<file path="src/rtl/donut_scanout.sv">
// VGA timing generator and scanout engine for the donut frame buffer.
// Two-stage pipeline: counters/address -> sync/visibility + buffer data -> output registers.
module donut_scanout #(
    parameter int H_ACTIVE    = 640,
    parameter int H_FRONT     = 16,
    parameter int H_SYNC      = 96,
    parameter int H_BACK      = 48,
    parameter int V_ACTIVE    = 480,
    parameter int V_FRONT     = 10,
    parameter int V_SYNC      = 2,
    parameter int V_BACK      = 33,
    parameter int FB_W        = 160,
    parameter int SCALE_SHIFT = 2,
    parameter int COLOR_MODE  = 0
) (
    input  logic        clk_i,
    input  logic        rst_ni,
    input  logic        cen_i,
    output logic [14:0] addr_rd_o,
    input  logic [3:0]  data_i,
    output logic [11:0] rgb_o,
    output logic        hsync_o,
    output logic        vsync_o,
    output logic        de_o,
    output logic        vblank_o,
    output logic        frame_start_o
);
    localparam int H_TOTAL = H_ACTIVE + H_FRONT + H_SYNC + H_BACK;
    localparam int V_TOTAL = V_ACTIVE + V_FRONT + V_SYNC + V_BACK;
    localparam int HW = $clog2(H_TOTAL + 1);
    localparam int VW = $clog2(V_TOTAL + 1);

    localparam logic [HW-1:0] H_LAST = HW'(H_TOTAL - 1);
    localparam logic [HW-1:0] H_ACT  = HW'(H_ACTIVE);
    localparam logic [HW-1:0] HS_BEG = HW'(H_ACTIVE + H_FRONT);
    localparam logic [HW-1:0] HS_END = HW'(H_ACTIVE + H_FRONT + H_SYNC);
    localparam logic [VW-1:0] V_LAST = VW'(V_TOTAL - 1);
    localparam logic [VW-1:0] V_ACT  = VW'(V_ACTIVE);
    localparam logic [VW-1:0] VS_BEG = VW'(V_ACTIVE + V_FRONT);
    localparam logic [VW-1:0] VS_END = VW'(V_ACTIVE + V_FRONT + V_SYNC);

    typedef struct packed {
        logic vis;
        logic hs;
        logic vs;
        logic vb;
        logic fs;
    } st1_t;

    logic [HW-1:0] hc;
    logic [VW-1:0] vc;
    logic          vis0;
    logic [14:0]   row;
    logic [14:0]   col;
    logic [14:0]   addr0;
    logic [11:0]   pal;
    st1_t          s1;

    always_ff @(posedge clk_i or negedge rst_ni) begin
        if (!rst_ni) begin
            hc <= '0;
            vc <= '0;
        end else if (cen_i) begin
            if (hc == H_LAST) begin
                hc <= '0;
                vc <= (vc == V_LAST) ? '0 : vc + VW'(1);
            end else begin
                hc <= hc + HW'(1);
            end
        end
    end

    assign vis0 = (hc < H_ACT) && (vc < V_ACT);
    assign col  = 15'(hc >> SCALE_SHIFT);
    assign row  = 15'(vc >> SCALE_SHIFT);

    // For the 160-wide buffer the stride multiply is two shifts and an add.
    generate
        if (FB_W == 160) begin : g_mul160
            assign addr0 = (row << 7) + (row << 5) + col;
        end else begin : g_mul
            assign addr0 = 15'(row * 15'(FB_W)) + col;
        end
    endgenerate

    assign addr_rd_o = vis0 ? addr0 : '0;

    // Sync flags reset to their inactive level so no stray pulse leaves stage 2.
    always_ff @(posedge clk_i or negedge rst_ni) begin
        if (!rst_ni) begin
            s1 <= '{vis: 1'b0, hs: 1'b1, vs: 1'b1, vb: 1'b0, fs: 1'b0};
        end else if (cen_i) begin
            s1.vis <= vis0;
            s1.hs  <= !((hc >= HS_BEG) && (hc < HS_END));
            s1.vs  <= !((vc >= VS_BEG) && (vc < VS_END));
            s1.vb  <= (vc >= V_ACT);
            s1.fs  <= (hc == '0) && (vc == '0);
        end
    end

    assign pal = (COLOR_MODE == 1) ? {4'h0, data_i, 4'h0} : {data_i, data_i, data_i};

    // frame_start_o is dropped on any non-enabled edge so it stays one clk wide.
    always_ff @(posedge clk_i or negedge rst_ni) begin
        if (!rst_ni) begin
            rgb_o         <= '0;
            hsync_o       <= 1'b1;
            vsync_o       <= 1'b1;
            de_o          <= 1'b0;
            vblank_o      <= 1'b0;
            frame_start_o <= 1'b0;
        end else if (cen_i) begin
            rgb_o         <= s1.vis ? pal : 12'h000;
            hsync_o       <= s1.hs;
            vsync_o       <= s1.vs;
            de_o          <= s1.vis;
            vblank_o      <= s1.vb;
            frame_start_o <= s1.fs;
        end else begin
            frame_start_o <= 1'b0;
        end
    end
endmodule

</file>
<file path="config.mk">
export PLATFORM = sky130hd
export DESIGN_NAME = donut_scanout
export DESIGN_NICKNAME = d
export VERILOG_FILES = /design/src/rtl/donut_scanout.sv
export SDC_FILE = /design/constraint.sdc
export NUM_CORES = 1
export LEC_CHECK = 0
export CAP_MARGIN = 30
export CORE_MARGIN = 2
export CORE_UTILIZATION = 50
export CTS_CLUSTER_DIAMETER = 40
export DETAILED_ROUTE_END_ITERATION = 6
export PLACE_DENSITY = 0.87
export SYNTH_ARGS = -nofsm -noshare
export SYNTH_HDL_FRONTEND = slang
export SYNTH_SLANG_ARGS = --single-unit
</file>
<file path="constraint.sdc">
create_clock -name clk_i -period 3.1 [get_ports clk_i]
set_input_delay 0.465 -clock clk_i [delete_from_list [all_inputs] [get_ports clk_i]]
set_output_delay 0.465 -clock clk_i [all_outputs]
set_load 0.005 [all_outputs]
</file>
==> impl_table.tex, run 1 <==
\begin{tabular}{lr}
\hline
Metric & Value \\
\hline
\multicolumn{2}{l}{\textbf{STA}} \\
\quad Crit path setup slack, layout & $\sim$19 ps \\
\quad Tightest Pin Transition & around 600 ps \\
\quad Fin crit share & 99.4\% \\
\quad Setup TNS Final & 0 ps \\
\quad Clock period minus worst slack & 3080 ps \\
\quad Peak clock frequency supported by timing & approximately 320 MHz \\
\quad Worst Skew & between 8 and 9 ps \\
\quad Worst relative slew slack & roughly three fifths \\
\quad Final-report max-slew violation count & 0 \\
\quad Setup violations, final & 0 \\
\quad Count of endpoints failing hold in the final timing report & 0 \\
\quad RSZ-0062 raised after global routing & true \\
\multicolumn{2}{l}{\textbf{Run}} \\
\quad Max-capacitance violation count & 0 \\
\multicolumn{2}{l}{\textbf{CTS}} \\
\quad CTS tree & yes \\
\quad Master cell of the clock root buffer & clkbuf\_8 \\
\quad CTS clk-pin slew, worst paths & approximately 70 ps \\
\quad Number of clock sinks & 34 \\
\quad Insertion delay of the later-clocked pin in the worst-skew pair & slightly below 300 ps \\
\quad Max Buffers Root-to-Sink & 2 \\
\quad CTS Hold Buffers Added & 0 \\
\quad Total number of H-tree levels & 2 \\
\quad Total clock buffers created by CTS & 5 \\
\multicolumn{2}{l}{\textbf{Yosys}} \\
\quad Post-synthesis async set-or-reset flop share & 100\% \\
\quad Largest cells by area after synthesis & dfrtp\_1 33\%, ha\_1 11\%, dfstp\_2 4.7\%, buf\_4 3.7\%, mux2\_2 3.5\% \\
\quad Number of synthesized flops with an enable pin & 0 \\
\quad Share of Yosys cell area claimed by the top area cell type & 33.3\% \\
\quad Post-synthesis sequential area ratio & a little under two fifths \\
\quad Cell type contributing the most total cell area after synthesis & dfrtp\_1 \\
\quad Unique masters post-synth & 42 \\
\quad Number of register bits inferred by synthesis & 34 \\
\quad Cells after synthesis & 235 \\
\quad Average size of a mapped cell & approximately 9.6 sq um \\
\quad Post-synth top flop & dfrtp\_1 \\
\quad Post-Syn Area & 2260 sq um \\
\quad Post-Syn Nets & between 200 and 300 \\
\quad Yosys warnings & 0 \\
\multicolumn{2}{l}{\textbf{Global route}} \\
\quad Maximum number of pins on one net before global-route repair & 35 \\
\quad Initial antenna violation count & 0 \\
\quad Global-route congestion overflow total & 0 \\
\quad Aggregate global-route resource usage & 21.5\% \\
\quad Wire length of the first global-routing pass & about 8.6 mm \\
\quad Vias in the first global route & roughly 1900 \\
\multicolumn{2}{l}{\textbf{Setup path}} \\
\quad Element type at the critical path start & register \\
\quad Largest stage delay, worst path & approximately 570 ps \\
\quad Worst Setup Path Type & reg -> out \\
\quad Required time at the worst-slack endpoint & between 2000 and 3000 ps \\
\quad Crit Reg-Reg Endpoint & vc[3]\$\_DFFE\_PN0P\_ \\
\quad Crit-path most repeated cell & o31a\_1 \\
\quad Reg-to-reg setup timing slack & 1200 ps \\
\quad Type of element capturing the critical path & primary output \\
\quad Crit Reg-Reg Startpoint & hc[0]\$\_DFFE\_PN0P\_ \\
\quad Source of the critical timing path & vc[2]\$\_DFFE\_PN0P\_ \\
\quad Arrival time of the worst setup path & approximately 2600 ps \\
\quad WP buf/inv & 3 \\
\quad Critical Path, Cell by Cell & inv\_2, fa\_1, buf\_6, fa\_2, nor2b\_4, o31a\_1, o31a\_1, o31a\_1, clkbuf\_2 \\
\quad Worst reg-to-reg path cell count & 5 \\
\quad Stages on the worst setup path & 9 \\
\quad Worst-path fanout max & 3 \\
\quad Crit path max-delay cell type & fa\_1 \\
\quad Kind of cell adding the most delay to the critical path & compound AO/OA/AOI/OAI gates \\
\quad Endpoint of the most critical setup path & addr\_rd\_o[14] \\
\multicolumn{2}{l}{\textbf{Power}} \\
\quad Static Leakage & between 1 and 1.5 nW \\
\quad Reg power frac & between 40 and 50\% \\
\quad Combinational group share of total power & $\sim$18\% \\
\quad Net switching component of the power & approximately 0.32 mW \\
\quad Maximum vdd drop & between 0.3 and 0.4 mV \\
\quad Switching share of total power & about a quarter \\
\quad Pint & $\sim$0.97 mW \\
\quad Power density normalized to cell area & about 450 nW/um\^{}2 \\
\quad Fraction of power consumed by the clock network & 39.3\% \\
\multicolumn{2}{l}{\textbf{Routing}} \\
\quad DRC violation total after the first TritonRoute iteration & 91 \\
\quad Via count of the routed design & $\sim$1900 \\
\quad Final wirelength & between 5 and 6 mm \\
\quad Number of detailed-routing iterations run before antenna repair & 4 \\
\quad Routed wire length per instance & about 15 um \\
\quad Antenna Nets Post-Route & 0 \\
\quad Detail-routed via count per cell & between 5 and 6 \\
\quad DRC & 0 \\
\multicolumn{2}{l}{\textbf{Cells and area}} \\
\quad Share of final-layout standard cells stronger than drive strength 1 & between 10\% and 20\% \\
\quad Final cell utilization of the core & between 60\% and 70\% \\
\quad Final std cells w/o fill & $\sim$330 \\
\quad Layout overhead on the synthesized area & 28.0\% \\
\quad Diodes inserted & 0 \\
\quad Post-layout net count & slightly above 300 \\
\multicolumn{2}{l}{\textbf{Die}} \\
\quad I/O pins & 39 \\
\quad Die Area & a little over 5000 sq um \\
\quad Placeable Area & $\sim$4400 sq um \\
\quad Die height & roughly 71 um \\
\quad Placement row count & 24 \\
\quad Die X & $\sim$71 um \\
\quad Initial standard-cell utilization of the core & 51.8\% \\
\multicolumn{2}{l}{\textbf{Placed design}} \\
\quad Total of buffers placed on input and output ports & 38 \\
\quad Worst slack at placement & -3.08 ps \\
\quad Placer congestion estimate & 0.896 \\
\quad Placed cells & 320 \\
\quad Placed wire-length estimate after detailed placement & between 3 and 4 mm \\
\multicolumn{2}{l}{\textbf{Min path}} \\
\quad Hold Path Class & reg -> reg \\
\multicolumn{2}{l}{\textbf{Status}} \\
\quad Status & finished clean \\
\hline
\end{tabular}
[how the worst min path moves through the flow]
stage,from,end,slack (ps),depth (start not counted)
3_5_place_dp,s1[0]$_DFFE_PN0P_,frame_start_o$_DFF_PN0_,470,1
2_1_floorplan,rst_ni,de_o$_DFFE_PN0P_,170,0
3_3_place_gp,s1[0]$_DFFE_PN0P_,frame_start_o$_DFF_PN0_,470,1
5_1_grt,s1[0]$_DFFE_PN0P_,frame_start_o$_DFF_PN0_,510,1
6_report,s1[0]$_DFFE_PN0P_,frame_start_o$_DFF_PN0_,490,1
4_1_cts,s1[0]$_DFFE_PN0P_,frame_start_o$_DFF_PN0_,490,1
[synth_stat cells, drive strengths merged, types with 3 or more instances]
cell type	number
nand3	14
o21ai	16
o31a	3
o21a	4
xor2	3
and2	8
ha	20
xnor2	9
clkbuf	4
and3	8
mux2	8
inv	18
dfstp	4
nor3	4
nand2	10
nand4	10
nor2	18
dfrtp	30
mux2i	3
buf	14
[per-layer routing]
| layer | track usage (%) | up-vias | routed length, um |
|---|---|---|---|
| li1 | - | 909 | - |
| met5 | 0 | - | 0 |
| met3 | 3.42 | 11 | 234 |
| met1 | 26.0 | 924 | 2080 |
| met4 | 10.5 | 0 | 112 |
| met2 | 37.0 | 46 | 2610 |
[stage by stage]
step                      instance area (sq um)  total power [mW]  hold WS (ps)
after global routing                       2890              1.34           510
after global placement                     2690             0.774           468
final                                      2890              1.29           485
after CTS                                  2860              1.29           488
after detailed placement                   2690             0.784           472
after floorplan                            2260             0.682           169
[registers in the layout (all words and copies together), names as in the netlist]
name,cells
vblank_o,1
hc,10
rgb_o,4
de_o,1
vc,10
s1,5
vsync_o,1
frame_start_o,1
hsync_o,1
[worst reg2reg max path, cell delays in order, from the launching register on]
cell and delay [ps]:
dfrtp_1 380, ha_1 230, nand4_1 270, or3b_1 510, or3_1 360, o21ai_1 80
[final cells by class]
type / instances / area [sq um]
Clock buffer: 6 / 82.6
Clock inverter: 2 / 60.1
Tap cell: 52 / 65.1
Inverter: 18 / 67.6
Timing Repair Buffer: 56 / 500
Fill cell: 329 / 1470
Sequential cell: 34 / 856
Multi-Input combinational cell: 165 / 1260
[repair_timing]
item                                    4_1_cts  5_1_grt
endpoints found under the setup margin        6        4
gates resized for setup                      11       18
setup buffers                                 4        1
pin swaps                                     4        8
[cell usage in the layout, fill, tap and decap left out, drive strengths merged, types with 3 or more instances in the layout]
cell,n
clkdlybuf4s50,31
dfrtp,30
ha,20
buf,20
nor2,18
inv,18
o21ai,16
nand3,14
nand2,10
nand4,10
xnor2,9
and2,8
and3,8
mux2,8
clkbuf,8
o21a,4
nor3,4
dfstp,4
mux2i,3
o31a,3
xor2,3
[power by group through the flow]
stage               combinational [mW]  sequential, mW  clock (mW)
finish                           0.231           0.551       0.505
global route                     0.256           0.557       0.528
CTS                              0.232           0.550       0.510
detailed placement               0.229           0.556           0
global placement                 0.222           0.552           0
floorplan                        0.171           0.511           0
[cells by family (layout without fill, tap and decap cells)]
kind of cell             after synthesis  count (layout)  share of synthesized area, %
multiplexers                          11              11                          5.32
buffers and inverters                 36              82                          7.99
AND/OR/NAND/NOR                       86              86                          21.4
XOR/XNOR                              12              12                          4.66
adder cells (fa/ha/maj)               22              22                          12.9
flip-flops                            34              34                          37.9
AO/OA/AOI/OAI                         34              34                          9.87
No activity file was read; power rests on OpenSTA's default activity.
==> run 2: changes to the inputs <==
Settings changed: SETUP_SLACK_MARGIN from default to 0.4.
==> impl_table.tex, run 2 (same netlist as run 1, synthesis figures left out) <==
\begin{tabular}{lr}
\hline
Metric & Value \\
\hline
\multicolumn{2}{l}{\textbf{Status}} \\
\quad Status & finished clean \\
\multicolumn{2}{l}{\textbf{Die}} \\
\quad Die X & 71.2 um (unchanged) \\
\quad Placement row count & 24 (unchanged) \\
\quad Initial standard-cell utilization of the core & 51.8\% (unchanged) \\
\quad Die Area & 5070 sq um (unchanged) \\
\quad Die height & 71.2 um (unchanged) \\
\quad Placeable Area & 4350 sq um (unchanged) \\
\quad I/O pins & 39 (unchanged) \\
\multicolumn{2}{l}{\textbf{Setup path}} \\
\quad Required time at the worst-slack endpoint & 2630 ps (about the same) \\
\quad Source of the critical timing path & hc[9]\$\_DFFE\_PN0P\_ \\
\quad Element type at the critical path start & register \\
\quad Crit Reg-Reg Startpoint & hc[7]\$\_DFFE\_PN0P\_ \\
\quad Worst-path fanout max & 2 (-1) \\
\quad WP buf/inv & 3 (unchanged) \\
\quad Crit path max-delay cell type & fa\_1 \\
\quad Largest stage delay, worst path & 560 ps (about the same) \\
\quad Kind of cell adding the most delay to the critical path & adder cells \\
\quad Type of element capturing the critical path & primary output \\
\quad Crit-path most repeated cell & o31a\_1 \\
\quad Critical Path, Cell by Cell & inv\_2, fa\_1, buf\_4, fa\_2, nor2b\_4, o31a\_1, o31a\_1, o31a\_1, buf\_2 \\
\quad Arrival time of the worst setup path & 2520 ps (-100 ps) \\
\quad Worst Setup Path Type & reg -> out \\
\multicolumn{2}{l}{\textbf{STA}} \\
\quad Peak clock frequency supported by timing & 335 MHz (+3.2\%) \\
\quad Worst relative slew slack & 66.2\% (+6.9 points) \\
\quad Tightest Pin Transition & 502 ps (-106 ps) \\
\quad Crit path setup slack, layout & 114 ps (+94.2 ps) \\
\quad Setup violations, final & 0 (unchanged) \\
\quad RSZ-0062 raised after global routing & true \\
\quad Setup TNS Final & 0 ps (unchanged) \\
\quad Count of endpoints failing hold in the final timing report & 0 (unchanged) \\
\quad Final-report max-slew violation count & 0 (unchanged) \\
\quad Worst hold slack across all endpoints & 490 ps (+4.46 ps) \\
\quad Worst Skew & 12.7 ps (+4.72 ps) \\
\quad Fin crit share & 96.3\% (-3.0 points) \\
\quad Clock period minus worst slack & 2990 ps (-94.2 ps) \\
\multicolumn{2}{l}{\textbf{Placed design}} \\
\quad Total of buffers placed on input and output ports & 38 (unchanged) \\
\quad Area after DPL & 2690 sq um (unchanged) \\
\quad Placed cells & 320 (unchanged) \\
\quad Placer congestion estimate & 0.889 (-0.80\%) \\
\quad Placed wire-length estimate after detailed placement & 3.61 mm (-3.6\%) \\
\quad Worst slack at placement & -18.7 ps (-15.6 ps) \\
\multicolumn{2}{l}{\textbf{CTS}} \\
\quad Number of clock sinks & 34 (unchanged) \\
\quad Total clock buffers created by CTS & 5 (unchanged) \\
\quad CTS tree & yes \\
\quad Insertion delay of the later-clocked pin in the worst-skew pair & 290 ps (about the same) \\
\quad CTS clk-pin slew, worst paths & 80 ps (about the same) \\
\quad Master cell of the clock root buffer & clkbuf\_8 \\
\quad Max Buffers Root-to-Sink & 2 (unchanged) \\
\quad CTS Hold Buffers Added & 0 (unchanged) \\
\quad Total number of H-tree levels & 2 (unchanged) \\
\multicolumn{2}{l}{\textbf{Cells and area}} \\
\quad Final instance area & 2900 sq um (+0.43\%) \\
\quad Biggest regs & hc x10, vc x10, s1 x5 \\
\quad Final cell utilization of the core & 66.6\% (+0.29 points) \\
\quad Layout overhead on the synthesized area & 28.6\% \\
\quad Post-layout net count & 310 (+0.32\%) \\
\quad Diodes inserted & 0 (unchanged) \\
\quad Share of final-layout standard cells stronger than drive strength 1 & 20.9\% (+2.8 points) \\
\quad Final std cells w/o fill & 334 (+0.30\%) \\
\quad Filler Cell Count & 335 (+1.8\%) \\
\quad Most frequent cells in the layout & 30 x dfrtp\_1, 30 x clkdlybuf4s50\_1, 19 x buf\_4, 18 x ha\_1, 17 x nor2\_1 \\
\multicolumn{2}{l}{\textbf{Power}} \\
\quad Static Leakage & 1.38 nW (+1.1\%) \\
\quad Power density normalized to cell area & 437 nW/um\^{}2 (-1.9\%) \\
\quad Total power & 1.27 mW (-1.5\%) \\
\quad Maximum vdd drop & 0.310 mV (-5.6\%) \\
\multicolumn{2}{l}{\textbf{Run}} \\
\quad Max-capacitance violation count & 0 (unchanged) \\
\multicolumn{2}{l}{\textbf{Routing}} \\
\quad Routed wire length per instance & 15.1 um (-0.18\%) \\
\quad DRC violation total after the first TritonRoute iteration & 114 (+25\%) \\
\quad DRC & 0 (unchanged) \\
\quad Via count of the routed design & 1898 (+0.42\%) \\
\quad Final wirelength & 5.04 mm (+0.12\%) \\
\quad Number of detailed-routing iterations run before antenna repair & 4 (unchanged) \\
\quad Detail-routed via count per cell & 5.68 (+0.12\%) \\
\quad Antenna Nets Post-Route & 0 (unchanged) \\
\multicolumn{2}{l}{\textbf{Global route}} \\
\quad Maximum number of pins on one net before global-route repair & 35 (unchanged) \\
\quad Aggregate global-route resource usage & 21.2\% (-0.31 points) \\
\quad Initial antenna violation count & 0 (unchanged) \\
\quad Wire length of the first global-routing pass & 8.53 mm (-1.0\%) \\
\quad Vias in the first global route & 1837 (-2.6\%) \\
\quad Global-route congestion overflow total & 0 (unchanged) \\
\multicolumn{2}{l}{\textbf{Min path}} \\
\quad Hold Path Class & reg -> reg \\
\quad Hold\_sp & s1[0]\$\_DFFE\_PN0P\_ \\
\hline
\end{tabular}
## run 2: worst paths after layout
check | endpoint | slack (ps) | depth (start not counted)
max | addr_rd_o[14] | 110 | 9
min in group asynchronous | rgb_o[7]$_DFFE_PN0P_ | 570 | 2
min reg2reg | frame_start_o$_DFF_PN0_ | 490 | 1
min | frame_start_o$_DFF_PN0_ | 490 | 1
max reg2reg | vc[8]$_DFFE_PN0P_ | 1200 | 6
max in group asynchronous | s1[2]$_DFFE_PN1P_ | 2190 | 2
## run 2: metal layers
| layer | GRT usage, % | wire length, um | vias to the layer above |
|---|---|---|---|
| li1 | - | - | 912 |
| met1 | 27.8 | 2170 | 919 |
| met2 | 34.7 | 2550 | 56 |
| met3 | 4.13 | 216 | 11 |
| met4 | 8.18 | 106 | 0 |
| met5 | 0 | 0 | - |
## run 2: report_power, final
group	internal [mW]	switching [mW]
Sequential	0.482	0.0681
Clock	0.322	0.170
Combinational	0.141	0.0846
## run 2: area by class of cell
cell class | count | area, sq um | share of cell area (%)
Multi-Input combinational cell | 165 | 1280 | 44.1
Sequential cell | 34 | 856 | 29.5
Timing Repair Buffer | 57 | 494 | 17.0
Clock buffer | 5 | 68.8 | 2.37
Clock inverter | 3 | 68.8 | 2.37
Inverter | 18 | 67.6 | 2.33
Tap cell | 52 | 65.1 | 2.24
## run 2: repair_timing
action	CTS	global route
endpoints found under the setup margin	15	14
gates cloned	0	0
gates resized for setup	34	5
setup buffers	5	1
pin swaps	8	3
==> run 3: changes to the inputs <==
Settings changed: CTS_BUF_LIST from default to sky130_fd_sc_hd__clkbuf_8.
==> results of run 3 <==
No change in the layout: final DEF, timing and power equal those of run 2.
